[config.mk]
export PLATFORM = sky130hd
export DESIGN_NAME = alu_share_arbiter
export DESIGN_NICKNAME = d
export VERILOG_FILES = /design/src/rtl/alu_share_arbiter.sv
export SDC_FILE = /design/constraint.sdc
export NUM_CORES = 1
export LEC_CHECK = 0
export ABC_CLOCK_PERIOD_IN_PS = 1500
export CORE_MARGIN = 3
export CORE_UTILIZATION = 30
export CTS_BUF_LIST = sky130_fd_sc_hd__clkbuf_4 sky130_fd_sc_hd__clkbuf_8 sky130_fd_sc_hd__clkbuf_16
export CTS_CLUSTER_SIZE = 12
export DETAILED_ROUTE_END_ITERATION = 8
export HOLD_SLACK_MARGIN = 0.12
export PLACE_DENSITY = 0.7
export SLEW_MARGIN = 30
export SYNTH_ARGS = -nofsm -noshare
export SYNTH_HDL_FRONTEND = slang
export SYNTH_SLANG_ARGS = --single-unit
[constraint.sdc]
create_clock -name clk -period 1.5 [get_ports clk]
set_input_delay 0.15 -clock clk [delete_from_list [all_inputs] [get_ports clk]]
set_output_delay 0.15 -clock clk [all_outputs]
set_load 0.02 [all_outputs]
[src/rtl/alu_share_arbiter.sv]
// Round-robin arbiter sharing one combinational MIPS ALU between two requesters.
// Define ALU_OPCHK_EN to answer opcodes above 5'b00110 with an illegal response instead of using the ALU.
module alu_share_arbiter #(
    parameter int DATAWIDTH = 32,
    parameter int CTRLW     = 6
) (
    input  logic                 clk,
    input  logic                 reset_n,
    input  logic                 req0_valid,
    output logic                 req0_ready,
    input  logic [DATAWIDTH-1:0] req0_a,
    input  logic [DATAWIDTH-1:0] req0_b,
    input  logic [CTRLW-1:0]     req0_alucont,
    input  logic                 req1_valid,
    output logic                 req1_ready,
    input  logic [DATAWIDTH-1:0] req1_a,
    input  logic [DATAWIDTH-1:0] req1_b,
    input  logic [CTRLW-1:0]     req1_alucont,
    output logic                 rsp0_valid,
    input  logic                 rsp0_ready,
    output logic [DATAWIDTH-1:0] rsp0_result,
    output logic                 rsp0_overflow,
    output logic                 rsp0_illegal,
    output logic                 rsp1_valid,
    input  logic                 rsp1_ready,
    output logic [DATAWIDTH-1:0] rsp1_result,
    output logic                 rsp1_overflow,
    output logic                 rsp1_illegal,
    output logic [DATAWIDTH-1:0] alu_a,
    output logic [DATAWIDTH-1:0] alu_b,
    output logic [CTRLW-1:0]     alu_alucont,
    input  logic [DATAWIDTH-1:0] alu_result,
    input  logic                 alu_overflow
);
    typedef enum logic [1:0] {IDLE, EXEC, RESP} state_t;

    state_t               state_q, state_d;
    logic                 rr_q, rr_d, owner_q, owner_d;
    logic [DATAWIDTH-1:0] op_a_q, op_a_d, op_b_q, op_b_d, res_q, res_d;
    logic [CTRLW-1:0]     op_c_q, op_c_d;
    logic                 ovf_q, ovf_d, ill_q, ill_d;
    logic                 grant, accept, op_illegal;
    logic [DATAWIDTH-1:0] sel_a, sel_b;
    logic [CTRLW-1:0]     sel_c;

    // NOTE: every signal gets a default at the top of a comb block so no path can infer a latch.
    always_comb begin
        grant = rr_q;
        if (req0_valid && !req1_valid) grant = 1'b0;
        else if (req1_valid && !req0_valid) grant = 1'b1;
        sel_a  = grant ? req1_a : req0_a;
        sel_b  = grant ? req1_b : req0_b;
        sel_c  = grant ? req1_alucont : req0_alucont;
        accept = reset_n && (state_q == IDLE) && (grant ? req1_valid : req0_valid);
    end

`ifdef ALU_OPCHK_EN
    assign op_illegal = (sel_c[4:0] > 5'b00110);
`else
    assign op_illegal = 1'b0;
`endif

    // NOTE: sequential state uses non-blocking assignments only; reset is sampled on the clock edge.
    always_ff @(posedge clk) begin
        if (!reset_n) state_q <= IDLE;
        else          state_q <= state_d;
    end

    always_comb begin
        state_d = state_q;
        unique case (state_q)
            IDLE:    if (accept) state_d = op_illegal ? RESP : EXEC;
            EXEC:    state_d = RESP;
            RESP:    if (owner_q ? rsp1_ready : rsp0_ready) state_d = IDLE;
            default: state_d = IDLE;
        endcase
    end

    always_comb begin
        rr_d    = rr_q;
        owner_d = owner_q;
        op_a_d  = op_a_q;
        op_b_d  = op_b_q;
        op_c_d  = op_c_q;
        res_d   = res_q;
        ovf_d   = ovf_q;
        ill_d   = ill_q;
        if (accept) begin
            owner_d = grant;
            op_a_d  = sel_a;
            op_b_d  = sel_b;
            op_c_d  = sel_c;
            ill_d   = op_illegal;
            if (op_illegal) begin
                res_d = '0;
                ovf_d = 1'b0;
            end
        end
        if (state_q == EXEC) begin
            res_d = alu_result;
            ovf_d = alu_overflow;
        end
        // Pointer moves only when a response completes, handing priority to the other side.
        if (state_q == RESP && state_d == IDLE) rr_d = ~owner_q;
    end

    always_ff @(posedge clk) begin
        if (!reset_n) begin
            rr_q    <= 1'b0;
            owner_q <= 1'b0;
            op_a_q  <= '0;
            op_b_q  <= '0;
            op_c_q  <= '0;
            res_q   <= '0;
            ovf_q   <= 1'b0;
            ill_q   <= 1'b0;
        end else begin
            rr_q    <= rr_d;
            owner_q <= owner_d;
            op_a_q  <= op_a_d;
            op_b_q  <= op_b_d;
            op_c_q  <= op_c_d;
            res_q   <= res_d;
            ovf_q   <= ovf_d;
            ill_q   <= ill_d;
        end
    end

    always_comb begin
        req0_ready = accept && !grant;
        req1_ready = accept && grant;
        rsp0_valid = (state_q == RESP) && !owner_q;
        rsp1_valid = (state_q == RESP) && owner_q;
    end

    assign alu_a         = op_a_q;
    assign alu_b         = op_b_q;
    assign alu_alucont   = op_c_q;
    assign rsp0_result   = res_q;
    assign rsp1_result   = res_q;
    assign rsp0_overflow = ovf_q;
    assign rsp1_overflow = ovf_q;
    assign rsp0_illegal  = ill_q;
    assign rsp1_illegal  = ill_q;
endmodule
Yosys cells after proc, flatten, opt, wreduce, memory -nomap -nowiden. Index checks and enable logic that the tools add are counted. W data, S select, Z words.

Logic and storage cells: 36. Input port bits: 179. Output and inout bits: 142. Bits in registers: 107.

Eq/ne operators: 2. Reduce and logical (&&, ||, !) cells: 15. Bitwise gates (word level): 1. Multiplexer cells: 10.

Operator list (count): $mux W32 (2); $logic_and A1 B1 Y1 (9); $mux W6 (1); $pmux W2 S3 (1); $logic_not A1 Y1 (4); $logic_not A2 Y1 (2); $mux W1 (4); $mux W2 (2); $eq A2 B1 Y1 const B (1); $eq A2 B2 Y1 const B (1); $not A1 Y1 (1).

Logic depth before layout (Yosys ltp). Gate-level depths: netlist of run 1.

Depth after elaboration: 10. Depth in mapped cells: 7. Mapped depth without buffers: 6.

Worst setup path after synthesis of run 1. OpenSTA, ideal clock, no wires.

Path kind: input -> output. Start point: input req0_valid. End point: output req0_ready. Arrival: 1.135 ns. Path slack: 0.215 ns. Data required time: 1.350 ns. Buffers on the path: 2. Cell stages on the path: 5. Path through: and2b_2 > a21o_2 > buf_2 > buf_2 > nor2_1.

Longest elaborated chain between the ends: 7. Elaborated cells on any way between the ends: 9. Those cells by class: mux (3); reduce/logical (6).

RTL lines: start, declared (RTL line 9) `input logic req0_valid,`; $logic_not A1 Y1 (RTL line 50) `else if (req1_valid && !req0_valid) grant = 1'b1;`; $logic_and A1 B1 Y1 (RTL line 50); $mux W1 (RTL line 50); $mux W1 (RTL line 49) `if (req0_valid && !req1_valid) grant = 1'b0;`; $mux W1 (RTL line 54) `accept = reset_n && (state_q == IDLE) && (grant ? req1_valid : req0_valid);`; $logic_and A1 B1 Y1 (RTL line 54); $logic_and A1 B1 Y1 (*) (RTL line 130) `req0_ready = accept && !grant;`; end, declared (RTL line 10) `output logic req0_ready,`.

Every way passes the cells marked *; elsewhere a longest branch is shown, timed or not.

Worst setup path in the final report of run 1.
Start point: register op_c_q[0] (netlist: alu_alucont[0]). End point: output alu_alucont[0].

RTL lines: start, declared (RTL line 40) `logic [CTRLW-1:0] op_c_q, op_c_d;`; start signal, assigned (RTL line 122) `op_c_q <= op_c_d;`; end, declared (RTL line 31) `output logic [CTRLW-1:0] alu_alucont,`.

No word-level cell between the ends.

==> metrics.md, run 1 <==
| Metric | Value |
|---|---|
| Slowest stage delay, CP | `0.64 ns` |
| DIE AREA | `0.0170 mm2` |
| Cell Pwr Density | `1000 mW/mm2` |
| Vias per Instance | `4.76` |
| CP Launch Type | `register` |
| Worst path buffer plus inverter count | `1` |
| CTS Root Cell | `clkbuf_16` |
| Final period util | `97.1%` |
| Required @ worst endpoint | `1.35 ns` |
| Number of global-route vias before repair | `4,669` |
| Clock Tree Buf Depth | `2` |
| Leak pwr | `4.11 nW` |
| Yosys cell types | `23` |
| Peak VDD IR | `0.000501 V` |
| First-pass GRT wire length | `24.9 mm` |
| Share of layout cells above drive strength 1 | `6.11%` |
| Top delay family on crit path | `buffers and inverters` |
| Combinational share of power | `29.9%` |
| Slowest CP cell | `clkdlybuf4s50_1` |
| Status | `finished, final reports clean` |
| Starting Density | `31.3%` |
| Antenna violations before repair | `1` |
| Post-CTS Setup Inserts | `0` |
| Boundary Pins | `321` |
| Worst-path clk slew | `0.08 ns` |
| RePlAce Congestion | `0.806` |
| CTS tree | `done` |
| Total CTS buffers | `9` |
| Reg area | `0.00214 mm2` |
| Layout net count | `1,043` |
| Hold Path End | `alu_b[13]` |
| Largest net degree at the start of global routing | `107` |
| HPWL after detailed placement | `11.9 mm` |
| Most frequent cells in the layout | `230 x clkdlybuf4s50_1, 208 x nand2_1, 106 x dfxtp_1` |
| Clock skew | `0.00873 ns` |
| Slew Limit Fails | `0` |
| 1st-pass router iterations | `4` |
| #FFs+latches synth | `107` |
| Clock network power share | `31.2%` |
| Setup_tns | `0 ns` |
| Final Hold Fails | `0` |
| Critical path type | `register to output pin` |
| Hold path start | `req0_b[13]` |
| Syn avg cell area | `7.79 um2` |
| Min-Delay Path Class | `input port to register` |
| Sw frac | `29.4%` |
| Min cycle time layout | `1.46 ns` |
| Reg2reg end | `alu_a[25]` |
| Starting DRT DRC Count | `199` |
| Area of the multi-input gates | `0.00199 mm2` |
| Grt total ovfl | `0` |
| RR Startpoint | `state_q[1]` |
| DRC viols | `0` |
| Cell Int Power | `5.87 mW` |
| Worst Hold Depth | `3` |
| Most common cell after layout, fill and taps aside | `clkdlybuf4s50_1` |
| CP Data Arrival Time | `1.31 ns` |
| Cell row count | `44` |
| Psw | `2.45 mW` |
| Crit-path max FO | `2` |
| F_max | `0.686 GHz` |
| YS warnings | `0` |
| Crit path capture type | `output pin` |
| Hold slack | `0.360 ns` |
| Reg2Reg Depth | `7` |
| Final Setup Violations | `0` |
| Die Height | `130 um` |
| WL final | `17.3 mm` |
| Area growth, synth to finish | `79.4%` |
| CP Cell Sequence | `clkdlybuf4s50_1` |
| Port bufs | `318` |
| Wire per inst | `16.4 um` |
| Routed via count | `5,010` |
| R2R setup slack | `0.14 ns` |
| MaxCap Viol Count | `0` |
| Die Span X | `130 um` |
| Mapped Cells | `595` |
| Filler cell count in the final layout | `1,380` |
| Routed Antenna Nets | `0` |
| Total Routing Usage GR | `18.8%` |
| H-tree levels | `3` |
| Sequential share of power | `38.9%` |
| Worst-Skew Late Latency | `0.35 ns` |
| CTS Sinks | `107` |
| Core footprint | `0.0148 mm2` |
| Synthesized cell area | `0.00463 mm2` |
| Post-synthesis sequential area ratio | `46.2%` |
[power by group through the flow]
stage               combinational [mW]  sequential (mW)  clock (mW)
floorplan                        0.918             3.60           0
finish                            2.49             3.24        2.60
global route                      2.69             3.27        2.79
detailed placement                2.46             3.31           0
global placement                  2.45             3.30           0
CTS                               2.47             3.25        2.67
[logic make-up (layout without fill, tap and decap cells)]
kind of cell           Yosys count  count (layout)  share of synthesized area, %
AND/OR/NAND/NOR                221             221                          18.5
buffers and inverters           85             357                          11.5
AO/OA/AOI/OAI                  180             180                          23.5
other                            1               3                        0.0809
flip-flops                     107             107                          46.2
multiplexers                     1               1                         0.216
[worst max-delay path by stage]
stage / startpoint / to / slack (ns) / cells after the start
3_5_place_dp: req0_valid / alu_a[3] / -0.47 / 6
4_1_cts: rsp0_result[20] / rsp0_result[20] / 0.0008 / 1
5_1_grt: state_q[0] / rsp0_valid / -0.01 / 5
3_3_place_gp: req0_valid / req0_ready / -0.45 / 5
2_1_floorplan: req0_valid / req0_ready / 0.22 / 5
6_report: alu_alucont[0] / alu_alucont[0] / 0.04 / 1
[state kept, by name, indices dropped and copies added (netlist names)]
register	count
alu_a	32
alu_b	32
rsp0_result	32
alu_alucont	6
state_q	2
owner_q	1
rr_q	1
rsp0_overflow	1
[metrics by stage]
step	total power, mW	utilization, %	setup WS, ns	instance area, um2	std cells
2_1_floorplan	4.52	-	0.215	4640	596
3_3_place_gp	5.75	52.3	-0.454	7740	1034
3_5_place_dp	5.77	52.3	-0.466	7740	1034
4_1_cts	8.39	54.5	0.000800	8070	1050
5_1_grt	8.75	56.1	-0.0149	8310	1053
6_report	8.32	56.1	0.0428	8310	1053
[routing by layer]
metal	up-vias	share of wire, %	GRT usage [%]
met5	-	0	0
met4	0	1.6	7.03
met3	19	11	8.02
met2	220	49	31.4
met1	2270	38	21.3
li1	2501	-	-
[Yosys cell counts, drive strengths merged]
master | n | share of area [%]
nor2b | 4 | 0.54
nand2 | 208 | 17
nor2 | 3 | 0.24
a31oi | 70 | 9.4
buf | 66 | 10
mux2i | 1 | 0.22
a21oi | 4 | 0.67
a21o | 1 | 0.19
inv | 1 | 0.081
nand2b | 2 | 0.27
o21ai | 71 | 7.7
clkbuf | 18 | 1.5
o2bb2ai | 1 | 0.19
a21boi | 33 | 5.3
conb | 1 | 0.081
dfxtp | 107 | 46
and2 | 2 | 0.27
nor3 | 1 | 0.11
and2b | 1 | 0.19
[cell type report]
| cell class | instances | share of cell area, % |
|---|---|---|
| Timing Repair Buffer | 341 | 43.4 |
| Sequential cell | 107 | 25.8 |
| Multi-Input combinational cell | 404 | 24.0 |
| Clock buffer | 11 | 2.96 |
| Tap cell | 184 | 2.77 |
| Clock inverter | 4 | 0.888 |
| Inverter | 1 | 0.196 |
| Antenna cell | 1 | 0.0301 |
[repair_timing]
item                                    in CTS  in global routing
endpoints found under the setup margin     105                115
gates resized for setup                     53                 67
hold buffers                                 0                  0
gates cloned                                 1                  2
[worst min-delay path, delay by kind of cell]
| family | cells | cell delay (ns) |
|---|---|---|
| AND/OR/NAND/NOR | 1 | 0.05 |
| AO/OA/AOI/OAI | 1 | 0.06 |
| buffers and inverters | 1 | 0.39 |
(Power assumes the default switching activity.)
==> run 2, diff against run 1 <==
--- a/config.mk
+++ b/config.mk
@@ -6,13 +6,15 @@
 export NUM_CORES = 1
 export LEC_CHECK = 0
 export ABC_CLOCK_PERIOD_IN_PS = 1500
+export CELL_PAD_IN_SITES_DETAIL_PLACEMENT = 1
+export CELL_PAD_IN_SITES_GLOBAL_PLACEMENT = 1
 export CORE_MARGIN = 3
-export CORE_UTILIZATION = 30
+export CORE_UTILIZATION = 24
 export CTS_BUF_LIST = sky130_fd_sc_hd__clkbuf_4 sky130_fd_sc_hd__clkbuf_8 sky130_fd_sc_hd__clkbuf_16
 export CTS_CLUSTER_SIZE = 12
 export DETAILED_ROUTE_END_ITERATION = 8
 export HOLD_SLACK_MARGIN = 0.12
-export PLACE_DENSITY = 0.7
+export PLACE_DENSITY_LB_ADDON = 0.1
 export SLEW_MARGIN = 30
 export SYNTH_ARGS = -nofsm -noshare
 export SYNTH_HDL_FRONTEND = slang
==> metrics.md, run 2 (synthesis gave the netlist of run 1 again) <==
| Metric | Value |
|---|---|
| Status | `finished, final reports clean` |
| Clock skew | `0.0102 ns (+0.00149 ns)` |
| Antenna violations before repair | `1 (unchanged)` |
| Peak VDD IR | `0.000529 V (+5.4%)` |
| Min cycle time layout | `1.47 ns (+0.0108 ns)` |
| CP Data Arrival Time | `1.32 ns (about the same)` |
| Largest net degree at the start of global routing | `107 (unchanged)` |
| CTS Root Cell | `clkbuf_16` |
| Routed via count | `5,226 (+4.3%)` |
| Vias per Instance | `4.60 (-3.3%)` |
| Slowest stage delay, CP | `0.63 ns (about the same)` |
| Boundary Pins | `321 (unchanged)` |
| Cell Pwr Density | `951 mW/mm2 (-5.0%)` |
| Grt total ovfl | `0 (unchanged)` |
| First-pass GRT wire length | `30.6 mm (+23%)` |
| Reg2reg end | `alu_a[30]` |
| Cell row count | `50 (+14%)` |
| H-tree levels | `3 (unchanged)` |
| Port bufs | `318 (unchanged)` |
| DIE AREA | `0.0210 mm2 (+24%)` |
| Hold Path End | `rsp0_result[5]` |
| Wire per inst | `17.7 um (+7.7%)` |
| Worst path buffer plus inverter count | `1 (unchanged)` |
| Worst-path clk slew | `0.08 ns (about the same)` |
| Hold path start | `alu_result[5]` |
| R2R setup slack | `0.06 ns (-0.08 ns)` |
| Die Span X | `145 um (+11%)` |
| Crit path capture type | `output pin` |
| Hold slack | `0.357 ns (-0.00298 ns)` |
| RR Startpoint | `state_q[0]` |
| HPWL after detailed placement | `14.2 mm (+19%)` |
| CTS tree | `done` |
| Area growth, synth to finish | `83.7%` |
| Min-Delay Path Class | `input port to register` |
| Filler cell count in the final layout | `2,201 (+59%)` |
| Worst Hold Depth | `3 (unchanged)` |
| Crit path depth | `1 (unchanged)` |
| Number of global-route vias before repair | `5,508 (+18%)` |
| CTS Sinks | `107 (unchanged)` |
| F_max | `0.681 GHz (-0.74%)` |
| Setup_tns | `0 ns (unchanged)` |
| Critical path type | `register to output pin` |
| Dpl ws | `-0.652 ns (-0.186 ns)` |
| Final Setup Violations | `0 (unchanged)` |
| Most frequent cells in the layout | `210 x clkdlybuf4s50_1, 207 x nand2_1, 105 x dfxtp_1` |
| CP Launch Type | `register` |
| DRC viols | `0 (unchanged)` |
| Worst-Skew Late Latency | `0.35 ns (about the same)` |
| MaxCap Viol Count | `0 (unchanged)` |
| RSZ-0062 raised after global routing | `true` |
| Starting Density | `24.6% (-6.7 points)` |
| Total power | `8.10 mW (-2.7%)` |
| Routed Antenna Nets | `0 (unchanged)` |
| Reg2Reg Depth | `6 (-1)` |
| Layout net count | `1,050 (+0.67%)` |
| Final Hold Fails | `0 (unchanged)` |
| CP Cell Sequence | `clkdlybuf4s50_1` |
| RePlAce Congestion | `0.808 (+0.31%)` |
| 1st-pass router iterations | `4 (unchanged)` |
| Clock Tree Buf Depth | `2 (unchanged)` |
| Share of layout cells above drive strength 1 | `7.31% (+1.2 points)` |
| Top delay family on crit path | `buffers and inverters` |
| Most common cell after layout, fill and taps aside | `clkdlybuf4s50_1` |
| Required @ worst endpoint | `1.35 ns (about the same)` |
| Crit-path max FO | `2 (unchanged)` |
| Final period util | `97.9% (+0.72 points)` |
| Starting DRT DRC Count | `113 (-43%)` |
| Total Routing Usage GR | `17.9% (-0.83 points)` |
| Total CTS buffers | `9 (unchanged)` |
| Slew Limit Fails | `0 (unchanged)` |
| Die Height | `145 um (+11%)` |
| Core footprint | `0.0188 mm2 (+27%)` |
| Leak pwr | `4.38 nW (+6.5%)` |
| WL final | `20.1 mm (+16%)` |
| Min setup slack post-route | `0.0319 ns (-0.0108 ns)` |
| Slowest CP cell | `clkdlybuf4s50_1` |
run 2: cell count changes in the layout (fill, tap and decap cells not counted), sizes merged:
| cell | previous run | this run |
|---|---|---|
| dlymetal6s2s | 53 | 67 |
| buf | 26 | 30 |
| clkdlybuf4s50 | 230 | 210 |
| bufbuf | 0 | 1 |
| dlygate4sd2 | 30 | 36 |
| clkinvlp | 0 | 3 |
| clkdlybuf4s15 | 0 | 1 |
| bufinv | 2 | 0 |
run 2: metal layers:
metal,global-route usage [%],vias to the layer above,share of wire (%),routed length (um)
met5,0,-,0,0
met1,19.7,2470,40,8050
met2,32.1,205,50,10100
met3,5.84,28,6.9,1380
met4,7.08,0,2.7,552
li1,-,2523,-,-
run 2: final cells by class:
type	count	area [um2]	share of cell area, %
tap	260	325	3.82
multi-input combinational	404	2000	23.4
clock buffer	11	246	2.89
sequential	107	2140	25.2
timing repair inverter	1	11.3	0.132
inverter	1	16.3	0.191
timing repair buffer	347	3740	44.0
antenna	1	2.50	0.0294
clock inverter	4	27.5	0.323
run 2: how the worst max path moves through the flow:
stage,start,end,slack [ns]
2_1_floorplan,req0_valid,req0_ready,0.22
3_3_place_gp,req0_valid,req1_ready,-0.57
3_5_place_dp,req1_valid,alu_a[30],-0.65
4_1_cts,state_q[1],req1_ready,-0.004
5_1_grt,state_q[0],alu_b[2],-0.03
6_report,alu_b[8],alu_b[8],0.03
run 2: worst register-to-register path: cells and delay by family (launching register included):
| family | cells | cell delay, ns |
|---|---|---|
| buffers and inverters | 3 | 0.54 |
| DFF | 1 | 0.35 |
| and+or+nand+nor | 2 | 0.34 |
| AOI/OAI and AO/OA | 1 | 0.10 |
run 2: timing repair:
action                                  4_1_cts  5_1_grt
gates cloned                                  2        3
setup buffers                                 0        2
endpoints found under the setup margin      115      132
hold buffers                                  0        0
resized for setup                            68       81
pin swaps                                     3        3
run 2: power by group:
group          internal [mW]  switching, mW  total, mW
registers               3.10          0.149       3.25
logic                   1.29           1.29       2.58
clock network           1.18           1.09       2.27
run 2: through the flow:
stage / area (um2) / std cells / utilization, %
6_report: 8520 / 1136 / 45.2
5_1_grt: 8520 / 1136 / 45.2
4_1_cts: 8230 / 1130 / 43.7
3_5_place_dp: 7890 / 1113 / 41.9
3_3_place_gp: 7890 / 1113 / 41.9
2_1_floorplan: 4640 / 596 / -
==> edit 1, RTL diff (config.mk and constraints of run 2) <==
Make the reset (`reset_n`) asynchronous in 2 clocked blocks.
--- a/src/rtl/alu_share_arbiter.sv
+++ b/src/rtl/alu_share_arbiter.sv
@@ -63,3 +63,3 @@
     // NOTE: sequential state uses non-blocking assignments only; reset is sampled on the clock edge.
-    always_ff @(posedge clk) begin
+    always_ff @(posedge clk or negedge reset_n) begin
         if (!reset_n) state_q <= IDLE;
@@ -106,3 +106,3 @@
 
-    always_ff @(posedge clk) begin
+    always_ff @(posedge clk or negedge reset_n) begin
         if (!reset_n) begin
Formal check against the unedited RTL: differs if reset_n is asserted again (counterexample within 4 cycles, from zero or initial values and one cycle with reset_n low); with reset_n held inactive, the same outputs for 10 cycles.
==> edit 1 against run 2 <==
Highest routed layer unchanged. Critical path depth up 5. Global-route usage down 1.7 points. Final area up 8.7%. Die area up 17%. Sequential share of layout area up 3.7 points. Worst setup slack worse by 0.21 ns. Sequential cell count unchanged. The flow now finishes with violations (setup timing). Critical path type is now reg -> reg. Register-to-register slack worse by 0.24 ns. Routed wire length up 5.3%. Via count down 7.8%. Synthesized area up 17%.
Power is not compared: it rests on default switching activity, and its combinational part moved more than twofold at a synthesized area within 25%.
==> edit 1: results (changes against run 2) <==
The startpoint identified for the worst hold timing path is req0_alucont[5]. The overall routed net length came out at 21100 um (+5.3%). The cell area after placement was 0.00873 sq mm (+11%). The post-route worst setup slack was -0.181 ns (-0.213 ns). The first-pass GRT wire length is 31000 um (+1.5%). The number of nets in the layout came out at 922 (-12%). The global placement routability congestion is 0.743 (-8.1%).

The flow ran to the end, but the final reports show violations. The post-DP HPWL came out at 15100 um (+6.5%). The via count of the first global-routing pass was 5157 (-6.4%). The met2 demand-to-capacity share in global routing is 29.1% (-3.0 points).

The cell total after placement came out at 1001 (-10%). The initial antenna violation count came to 0 (-1). The average cell area after synthesis came out at 12.1 sq um (+56%). STA classifies the critical path endpoint as a register. The count of hold buffers inserted by post-cts repair is 2 (+2). The beginning of the worst register-to-register path is state_q[0]$_DFF_PN0_. The met3 layer usage reported by global route is 4.70% (-1.1 points).

The number of inserted filler cells in the final layout was 2393 (+8.7%). The total number of vias came out at 4819 (-7.8%). The final-layout setup total negative slack is -10.74 ns (-10.74 ns). The setup skew after layout is 0.0101 ns (-0.000111 ns). The antenna diode instance count came out at 0 (-1).

The hold-critical path endpoint is alu_alucont[5]$_DFFE_PN0P_. The number of buffers added for setup after CTS is 1 (+1). For this design, the slowest cell found on the critical path is sky130_fd_sc_hd__dfrtp_1. The routed length per placed instance is 20.6 um (+16%).

The share of layout cells above drive strength 1 came to 22.7% (+15 points). The reg-to-reg critical path endpoint is alu_b[0]$_DFFE_PN0P_. The share of flip-flops with an asynchronous set or reset is 100% (+100 points). The combined global-route utilization of all metal layers came out at 16.3% (-1.7 points). By area the synthesized netlist is led by sky130_fd_sc_hd__dfrtp_1, sky130_fd_sc_hd__a221o_1, sky130_fd_sc_hd__nor3_2. The mux share of post-synthesis cell area is 6.83% (+6.6 points). The post-synthesis cell type count is 26 (+13%). The met1 usage came out at 19.4% (-0.30 points). The maximum fanout along the worst path was 40 (+38). The checks that failed: setup timing. The met1 layer wirelength in the final routing is 8750 um (+8.7%).

The path class of the tightest hold or removal check is in -> reg. Among all flip-flop cells after synthesis, the most frequent one is sky130_fd_sc_hd__dfrtp_1. The number of setup violations in the final report came to 75 (+75). The cell area after layout was 0.00926 sq mm (+8.7%). The post-route worst hold slack is 0.404 ns (+0.0471 ns). The compound-gate portion of the synthesized area came to 13.7% (-9.9 points).
-- edit 1: kinds of logic (layout without fill, tap and decap cells) --
logic type | Yosys count | in the layout
AOI/OAI and AO/OA | 77 | 77
buffers and inverters | 81 | 379
DFF | 107 | 107
muxes | 33 | 33
other | 1 | 2
and+or+nand+nor | 150 | 150
-- edit 1: layout make-up --
class                      count  area share [%]
tap                          280            3.78
multi-input combinational    262            24.8
timing repair buffer         359            38.9
clock buffer                   9            2.43
clock inverter                 7           0.919
sequential                   107            28.9
inverter                       4           0.162
-- edit 1: where the power goes --
group	internal, mW	switching, mW	total, mW
clock	1.33	1.20	2.53
sequential	4.34	0.931	5.27
combinational	4.60	5.17	9.77
total	10.3	7.30	17.6
-- edit 1: metrics by stage --
step                      worst slack (ns)  utilization (%)
after global routing                -0.261             42.0
after CTS                           -0.197             40.7
after detailed placement            -0.313             39.6
final                               -0.181             42.0
after global placement              -0.277             39.6
after floorplan                     0.0174                -
==> edit 2, RTL diff (config.mk and constraints of run 2) <==
Made on the original files. Add a define of `ALU_OPCHK_EN`.
--- a/src/rtl/alu_share_arbiter.sv
+++ b/src/rtl/alu_share_arbiter.sv
@@ -2,2 +2,4 @@
 // Define ALU_OPCHK_EN to answer opcodes above 5'b00110 with an illegal response instead of using the ALU.
+`define ALU_OPCHK_EN
+
 module alu_share_arbiter #(
Behaviour: not the same (a bounded check fails within 4 cycles, from zero or initial values and one cycle with reset_n low).
==> edit 2 against run 2 <==
The flow now finishes with violations (setup timing). Sequential cell count increased by 1. Total power is 15% higher. Clock skew down 0.0028 ns. Global-route usage decreased by 0.26 points. Synthesized area is 3.8% higher. Final cell count is 1.6% lower. Worst setup slack worse by 0.21 ns. Routed wire length grew 3.3%. Final area rose by 11%. Critical path type is now reg -> reg. Critical endpoint is now rsp0_result[27]$_SDFFE_PN0P_.
==> edit 2: results (changes against run 2) <==
After synthesis, the cell types taking the most area are sky130_fd_sc_hd__dfxtp_1, sky130_fd_sc_hd__mux2i_1, sky130_fd_sc_hd__a211oi_1. The setup skew after layout came out at 0.00742 ns (-0.00280 ns). The first-pass GRT wire length came to 30400 um (-0.63%). The post-route worst setup slack came out at -0.182 ns (-0.214 ns).

The worst hold path startpoint is alu_result[21]. The initial antenna violation count is 0 (-1). The number of inserted filler cells in the final layout came out at 2199 (-0.091%).

The startpoint identified for the worst register-to-register timing path is rr_q$_SDFFE_PN0P_. The largest vdd supply drop is 0.500 mV (-5.4%). The pin count of the biggest net entering global routing came out at 73 (-32%).

The count of mapped cells out of synthesis is 531 (-11%). The total number of vias was 5084 (-2.7%). The worst endpoint data arrival time came to 1.92 ns (+0.60 ns). The flow ran to the end, but the final reports show violations.

The met1 usage is 19.7% (about the same). The antenna diode instance count came out at 0 (-1). Ranked by instance count, the synthesized netlist is headed by sky130_fd_sc_hd__dfxtp_1, sky130_fd_sc_hd__nor2_1, sky130_fd_sc_hd__a211oi_1, sky130_fd_sc_hd__mux2i_1, sky130_fd_sc_hd__buf_4. The final standard cell count with taps included and fillers excluded came out at 1118 (-1.6%). The met3 layer usage reported by global route was 6.56% (+0.72 points). The slowest cell on the critical path is sky130_fd_sc_hd__maj3_4.

The static power due to leakage came out at 4.83 nW (+10%). The cell area after placement is 0.00826 sq mm (+4.7%). The total met2 wirelength after detailed routing came out at 10300 um (+2.0%). The number of buffers added for setup after CTS is 12 (+12). The final reports fail on setup timing. The number of nets in the layout is 1027 (-2.2%). The met2 demand-to-capacity share in global routing is 30.9% (-1.2 points).

The met1 layer wirelength in the final routing came out at 8160 um (+1.4%). The number of DRC violations after detailed-routing iteration 0 was 124 (+9.7%). The final-layout setup total negative slack came out at -10.25 ns (-10.25 ns). The placement-stage worst setup slack came to -0.599 ns (+0.0530 ns). The number of setup violations in the final report was 102 (+102). The via count of the first global-routing pass came out at 5499 (-0.16%).
==> edit 2: cell types whose count changed after synthesis, sizes merged, moves of 2 or more <==
cell    change
a211oi     +68
a21boi     -33
a21oi       -2
a31oi      -69
buf         -5
mux2        +2
mux2i      +69
nand2     -172
nand3      +36
nor2       +75
nor2b       -3
o21a        +2
o21ai      -35
==> edit 2: final timing paths <==
check | to | cells after the start
worst max-delay path | rsp0_result[27]$_SDFFE_PN0P_ | 5
worst min-delay path | rsp0_result[21]$_SDFFE_PN0P_ | 3
worst max register to register | rsp0_result[27]$_SDFFE_PN0P_ | 5
worst min register to register | rsp0_result[21]$_SDFFE_PN0P_ | 2
==> edit 2: cell type report <==
class / instances / area, sq um / area share [%]
multi-input cells: 341 / 2300 / 24.3
repair buffers: 386 / 4350 / 46.0
flip-flops and latches: 108 / 2170 / 22.9
well taps: 265 / 332 / 3.50
clock inverters: 5 / 60.1 / 0.634
clock buffers: 11 / 246 / 2.60
inverters: 2 / 7.51 / 0.0792
==> edit 2: worst max-delay path, delay by kind of cell, from the launching register on <==
family | cells | cell delay, ns
buf+inv | 1 | 0.21
compound gates | 2 | 0.26
fa+ha+maj | 1 | 0.39
mux | 1 | 0.34
flops | 1 | 0.33
==> edit 2: cells by family after synthesis <==
family / synth area share (%)
flip-flops: 44.9
AND/OR/NAND/NOR: 13.9
buffers and inverters: 10.0
AO/OA/AOI/OAI: 15.7
adder cells (fa/ha/maj): 0.234
multiplexers: 15.3
==> edit 2: power groups by stage <==
stage	clock network (mW)	logic [mW]	registers [mW]
2_1_floorplan	0	1.12	3.70
3_3_place_gp	0	2.91	3.38
3_5_place_dp	0	2.97	3.39
4_1_cts	2.59	3.34	3.33
5_1_grt	2.70	3.76	3.38
6_report	2.51	3.51	3.33
